--- src/rtl/proc_tx_arbiter.sv ---
// Round-robin arbiter sharing one UART TX byte stream among NUM_UNITS requesters.
// Each grant emits a 2-byte frame: unit index, then that unit's data byte.
module proc_tx_arbiter #(
   parameter int NUM_UNITS = 150,
   parameter int IDX_WIDTH = 8
) (
   input  logic                   CLK,
   input  logic                   RST,
   input  logic [NUM_UNITS-1:0]   REQ_STB,
   input  logic [8*NUM_UNITS-1:0] REQ_DAT,
   output logic [NUM_UNITS-1:0]   REQ_ACK,
   output logic                   TX_STB,
   output logic [7:0]             TX_DAT,
   input  logic                   TX_RDY,
   output logic                   BUSY,
   output logic [IDX_WIDTH-1:0]   GRANT_IDX
);

   typedef enum logic [1:0] {IDLE, HDR, DAT} state_e;

   localparam logic [IDX_WIDTH-1:0] LAST_RST = IDX_WIDTH'(NUM_UNITS - 1);

   state_e               state_q, state_d;
   logic [IDX_WIDTH-1:0] last_q, last_d;
   logic [IDX_WIDTH-1:0] grant_q, grant_d;
   logic [7:0]           data_q, data_d;
   logic [7:0]           tx_dat_q, tx_dat_d;
   logic [NUM_UNITS-1:0] ack_q, ack_d;
   logic                 tx_stb_q, tx_stb_d;
   logic                 busy_q, busy_d;

   logic [NUM_UNITS-1:0]                last_bit, mask_hi, req_hi, cand, onehot;
   logic [IDX_WIDTH-1:0][NUM_UNITS-1:0] idx_bits;
   logic [7:0][NUM_UNITS-1:0]           dat_bits;
   logic [IDX_WIDTH-1:0]                pick_idx;
   logic [7:0]                          pick_dat;

   // Requests strictly above LAST win; otherwise wrap to the lowest set bit overall.
   assign last_bit = NUM_UNITS'(1) << last_q;
   assign mask_hi  = ~(last_bit | (last_bit - NUM_UNITS'(1)));
   assign req_hi   = REQ_STB & mask_hi;
   assign cand     = (|req_hi) ? req_hi : REQ_STB;
   assign onehot   = cand & (~cand + NUM_UNITS'(1));

   for (genvar u = 0; u < NUM_UNITS; u++) begin : g_unit
      for (genvar b = 0; b < IDX_WIDTH; b++) begin : g_idx
         assign idx_bits[b][u] = onehot[u] & (((u >> b) & 1) == 1);
      end
      for (genvar j = 0; j < 8; j++) begin : g_dat
         assign dat_bits[j][u] = onehot[u] & REQ_DAT[8*u + j];
      end
   end

   for (genvar b = 0; b < IDX_WIDTH; b++) begin : g_idx_or
      assign pick_idx[b] = |idx_bits[b];
   end

   for (genvar j = 0; j < 8; j++) begin : g_dat_or
      assign pick_dat[j] = |dat_bits[j];
   end

   always_comb begin
      // NOTE: every _d gets a default first so no path leaves it unassigned (no latches).
      state_d  = state_q;
      last_d   = last_q;
      grant_d  = grant_q;
      data_d   = data_q;
      tx_dat_d = tx_dat_q;
      tx_stb_d = tx_stb_q;
      busy_d   = busy_q;
      ack_d    = '0;
      case (state_q)
         IDLE: begin
            if (|REQ_STB) begin
               ack_d    = onehot;
               data_d   = pick_dat;
               grant_d  = pick_idx;
               tx_stb_d = 1'b1;
               tx_dat_d = 8'(pick_idx);
               busy_d   = 1'b1;
               state_d  = HDR;
            end
         end
         HDR: begin
            if (TX_RDY) begin
               tx_dat_d = data_q;
               state_d  = DAT;
            end
         end
         DAT: begin
            if (TX_RDY) begin
               tx_stb_d = 1'b0;
               busy_d   = 1'b0;
               last_d   = grant_q;
               state_d  = IDLE;
            end
         end
         default: state_d = IDLE;
      endcase
   end

   // NOTE: state updates use non-blocking assignments so all flops sample together.
   always_ff @(posedge CLK) begin
      if (!RST) begin
         state_q  <= IDLE;
         last_q   <= LAST_RST;
         grant_q  <= '0;
         data_q   <= '0;
         tx_dat_q <= '0;
         tx_stb_q <= 1'b0;
         busy_q   <= 1'b0;
         ack_q    <= '0;
      end else begin
         state_q  <= state_d;
         last_q   <= last_d;
         grant_q  <= grant_d;
         data_q   <= data_d;
         tx_dat_q <= tx_dat_d;
         tx_stb_q <= tx_stb_d;
         busy_q   <= busy_d;
         ack_q    <= ack_d;
      end
   end

   assign REQ_ACK   = ack_q;
   assign TX_STB    = tx_stb_q;
   assign TX_DAT    = tx_dat_q;
   assign BUSY      = busy_q;
   assign GRANT_IDX = grant_q;

endmodule

--- config.mk ---
export PLATFORM = sky130hd
export DESIGN_NAME = proc_tx_arbiter
export DESIGN_NICKNAME = d
export VERILOG_FILES = /design/src/rtl/proc_tx_arbiter.sv
export SDC_FILE = /design/constraint.sdc
export NUM_CORES = 1
export LEC_CHECK = 0
export ABC_CLOCK_PERIOD_IN_PS = 5600
export BUFFER_PORTS_ARGS = -buffer_cell sky130_fd_sc_hd__buf_4
export CORE_AREA = 2 2 594 596
export DETAILED_ROUTE_END_ITERATION = 10
export DIE_AREA = 0 0 596 598
export PLACE_DENSITY_LB_ADDON = 0.2
export SYNTH_ARGS = -nofsm -noshare
export SYNTH_HDL_FRONTEND = slang
export SYNTH_SLANG_ARGS = --single-unit
--- constraint.sdc ---
create_clock -name CLK -period 5.6 [get_ports CLK]
set_input_delay 0.28 -clock CLK [delete_from_list [all_inputs] [get_ports CLK]]
set_output_delay 0.28 -clock CLK [all_outputs]
set_load 0.02 [all_outputs]
; Word level (Yosys, flattened, before mapping)
; Index checks and enable logic that the tools add are counted.
; Widths: inputs -> output; s select.
[word_totals]
regBits = 185
latch_bits = 0
ramBits = 0
rom_bits = 0
inputBits = 1353
n_memories = 0
[op_classes]
add_sub_neg = 2
mul = 0
div_mod_pow = 0
magnitude_cmp = 0
n_eq_ne = 5
n_shift = 1
muxes = 11
bitwise = 1205
n_reduce_logical = 27
[ops]
columns = operator, n
row1 = $reduce_or 150->1, 10
row2 = $and 1x1->1, 1200
row3 = $and 150x150->150, 2
row4 = $not 150->150, 2
row5 = $add 150x1->150 const B, 1
row6 = $mux 150, 1
row7 = $or 150x150->150, 1
row8 = $shl 1x8->150 const A, 1
row9 = $sub 150x1->150 const B, 1
row10 = $reduce_or 74->1, 2
row11 = $reduce_or 64->1, 2
row12 = $reduce_or 75->1, 1
row13 = $reduce_or 72->1, 1
row14 = $reduce_or 70->1, 1
row15 = $reduce_or 22->1, 1
row16 = $mux 8, 2
row17 = $pmux 8 s2, 1
row18 = $reduce_and 3->1, 4
row19 = $mux 2, 3
row20 = $ne 2x2->1 const B, 3
row21 = $pmux 2 s3, 1
row22 = $reduce_and 2->1, 2
row23 = $reduce_bool 2->1, 2
row24 = $eq 2x1->1 const B, 1
row25 = 4 further kinds, 5

; Depth between registers and ports, before layout
[logic_depth]
depth_word = 13
depth_mapped = 34
mapped_depth_nobuf = 18

; Worst setup path after synthesis
; Ideal clock, no wire load.
[synth_path]
path_kind = reg2reg
startpoint = register last_q[2]
endpoint = register data_q[1]
setup_time_ns = 0.135
arrival_time_ns = 5.688
t_required_ns = 5.465
path_slack_ns = -0.223
path_stages_with_launch = 30
n_path_buf = 13
synth_period_minus_slack_ns = 5.823
cell_sequence = dfxtp_1 > buf_4 > buf_4 > buf_4 > nor2b_1 > clkbuf_1 > a221oi_1 > nand4_1 > buf_2 > or2_4 > a2111o_1 > or4_1 > nor3_2 > and4_1 > buf_4 > buf_8 > buf_12 > buf_12 > buf_6 > buf_6 > buf_6 > buf_6 > a211oi_1 > a21o_1 > a211o_1 > nor4_1 > nand3_1 > or4_1 > nor4_1 > a31oi_1
[synth_between]
elab_chain_cells = 12
[synth_lines]
columns = item, line_no
row1 = "start, declared", 24  ; logic [IDX_WIDTH-1:0] last_q, last_d;
row2 = "start signal, assigned", 115  ; last_q <= last_d;
row3 = $shl 1x8->150 *, 39  ; assign last_bit = NUM_UNITS'(1) << last_q;
row4 = $sub 150x1->150, 40  ; assign mask_hi = ~(last_bit | (last_bit - NUM_UNITS'(1)));
row5 = $or 150x150->150 *, 40
row6 = $not 150->150 *, 40
row7 = $and 150x150->150 *, 41  ; assign req_hi = REQ_STB & mask_hi;
row8 = $reduce_or 150->1, 42  ; assign cand = (|req_hi) ? req_hi : REQ_STB;
row9 = $mux 150 *, 42
row10 = $not 150->150, 43  ; assign onehot = cand & (~cand + NUM_UNITS'(1));
row11 = $add 150x1->150, 43
row12 = $and 150x150->150 *, 43
row13 = $and 1x1->1, 50  ; assign dat_bits[j][u] = onehot[u] & REQ_DAT[8*u + j];
row14 = $reduce_or 150->1 *, 59  ; assign pick_dat[j] = |dat_bits[j];
row15 = "end signal, assigned", 117  ; data_q <= data_d;
row16 = "end, declared", 26  ; logic [7:0] data_q, data_d;
; Mark *: on every way between the ends. The rest lies on a longest branch, timed or not.
; A chain may end at the register's enable or synchronous reset.

; Worst setup path in the final report
[layout_path]
startpoint = register last_q[0]
endpoint = register data_q[4]
; Same word-level chain as after synthesis.

==> metrics.yaml <==
status: "complete, but fails checks"
violations: "negative setup slack"
grt_pass1_wl_um: 745000
worst_ep_arrival_time_ns: 7.95
worst_pin_slew_ns: 1.19
synth_most_common_cell: "nand2_1"
rows: 218
crit_family: "simple AND/OR/NAND/NOR gates"
num_vias: 56592
clockBufferDepth: 3
clk_latency_ns: 0.65
hpwl_um: 568000
final_util_pct: 20.0
via_per_inst: 4.64
grt_overflow: 0
routabilityCongestion: 1.07
cp.required_ns: 6.14
grt_max_degree: 27
initial_core_util_pct: 7.51
dr.max_layer_used: "met5"
hold_buffers: 0
start_kind: "register"
fin_skew_ns: 0.0329
slowest_stage: "or4_4"
firstDrtPassIters: 10
ys.flop_type: "dfxtp_1"
ys_warn_count: 0
setup_ws_ns: -1.81
dieArea_um2: 356000
die_y_um: 598
cts-root-buf: "clkbuf_16"
hold_viol: 0
synthTopCellsByCount: "nand2_1 (342), nor2_1 (265), a21oi_1 (210)"
ys_types: 114
nets: 8742
wl_per_cell_um: 51.2
timing.fmax_ghz: 0.135
critical_path_class: "reg -> reg"
cts.clk_slew.worst_paths_ns: 0.11
postSynthAreaPerCell_um2: 7.05
grt_use_total_pct: 33.5
hold_path.startpoint: "REQ_DAT[1033]"
ys_seq_elements: 185
h-tree-depth: 4
hold_class: "in -> reg"
power.density_nw_per_um2: 290
synth.area.top_cells: "dfxtp_1 (14%), a22oi_1 (5.5%), nand2_1 (4.9%)"
cts_tree: "built"
first_global_vias: 54751
fin_crit_ns: 7.41
synth_edf_count: 0
chipWidth_um: 596
p_leak_uw: 0.0307
ioPinCount: 1521
cp-end-kind: "register"
numCtsBuffers: 21
syn_to_final_growth_pct: 166
crit_path_frequent_cell: "buf_6"
syn_nets: 5090
slowest_delay_ns: 0.55
met1_length_um: 255000
syn-cell-area_um2: 26300
setup_viol: 139
worst_hold_slack_ns: 0.0942
drv_cap: 0
path_buf_inv: 13
ant_nets: 0
cts_sinks: 185
reg2reg_slack_ns: -1.81
dr_wl_met2_um: 267000
setup_tns_ns: -75.28
synthesis.instances: 3737
drive_above_1_share_pct: 63.3
port-buffer-count: 1520
synth_top_area_cell: "dfxtp_1"
crit_path_max_fanout: 9
routed-wl-met3_um: 53000
async_flop_share_pct: 0
crit_start: "last_q[0]"
relSlewSlack_pct: 20.3
dp_slack_ns: -3.22
post-route-period-util_pct: 132
synth_top_area_share_pct: 14.1
antenna_found_initial: 282
report.final.slew_viol_count: 0
finalPower_uw: 20300
synth_seq_area_share_pct: 14.1
peakVddDrop_uv: 213
floorplan.core_area_um2: 351000
drc: 0
r2r-start: "last_q[0]"
drtIter0Drc: 7543
rsz0062_at_grt: "yes"
wl_um: 624000
-- path summary, 6_finish.rpt --
check	end	cells past startpoint
setup reg to reg	data_q[4]	31
hold / removal	data_q[1]	4
setup / recovery	data_q[4]	31
hold reg to reg	TX_DAT[7]	2
-- report_power, final --
part | total [uW] | switching [uW] | internal [uW]
clock network | 1700 | 889 | 806
registers | 1660 | 241 | 1420
logic | 17000 | 9640 | 7340
total | 20300 | 10800 | 9560
-- cells in the final DEF (no fill, tap or decap), types with 26 or more instances in the layout --
cell type,instances
diode_2,168
inv_1,44
nor3_4,28
o211ai_1,34
a222oi_1,72
a22oi_1,173
a31oi_1,38
nor2b_1,109
and2_1,34
nand2b_1,32
nor2_1,234
nor3_1,133
nor3_2,32
and3_1,40
nand4_1,109
nand3_1,155
buf_4,3436
dfxtp_1,177
clkbuf_16,26
a221oi_1,62
nor4_1,71
nor4_4,61
buf_8,40
or3_1,45
buf_6,165
a21oi_1,179
nand2_1,319
a22o_1,97
nor4_2,26
buf_12,245
a21o_1,35
o21ai_0,131
-- layout make-up --
type / instances / area [um^2]
clock buffers: 24 / 547
fillers: 39815 / 281000
inverters: 46 / 173
well taps: 4620 / 5780
multi-input cells: 3237 / 25800
clock inverters: 9 / 116
repair buffers: 3898 / 33500
diodes: 168 / 420
flip-flops and latches: 185 / 3730
-- worst min-delay path: cells and delay by family --
kind / cells / cell delay, ns
AO/OA/AOI/OAI: 2 / 0.21
buffers and inverters: 2 / 0.21
-- per-layer routing --
metal | GRT usage, % | vias up
li1 | - | 22699
met1 | 41.1 | 29045
met2 | 51.0 | 3707
met3 | 9.46 | 975
met4 | 21.9 | 166
met5 | 0 | -
-- through the flow --
step | instance area [um^2] | cells
after floorplan | 26600 | 3737
after global placement | 61000 | 11691
after detailed placement | 61100 | 11694
after CTS | 67000 | 11913
after global routing | 69900 | 12131
final | 70000 | 12187
-- registers in the layout, indices dropped and copies added (netlist names) --
signal and count:
REQ_ACK 150, TX_DAT 8, data_q 8, last_q 8, state_q 2, TX_STB 1
GRANT_IDX 8
-- kinds of logic after synthesis --
kind of cell	Yosys count	share of synthesized area [%]
flops	185	14.1
buf+inv	315	6.25
simple gates	1871	40.6
compound gates	1360	38.9
xor+xnor	6	0.200
-- what timing repair did --
item | in CTS | in global routing
hold endpoints to repair | 0 | 0
setup endpoints to repair | 172 | 155
buffers inserted | 187 | 124
resized for setup | 762 | 367
pin swaps | 162 | 157
cloned | 7 | 5
Note: power is estimated with default switching activity, not from simulation.
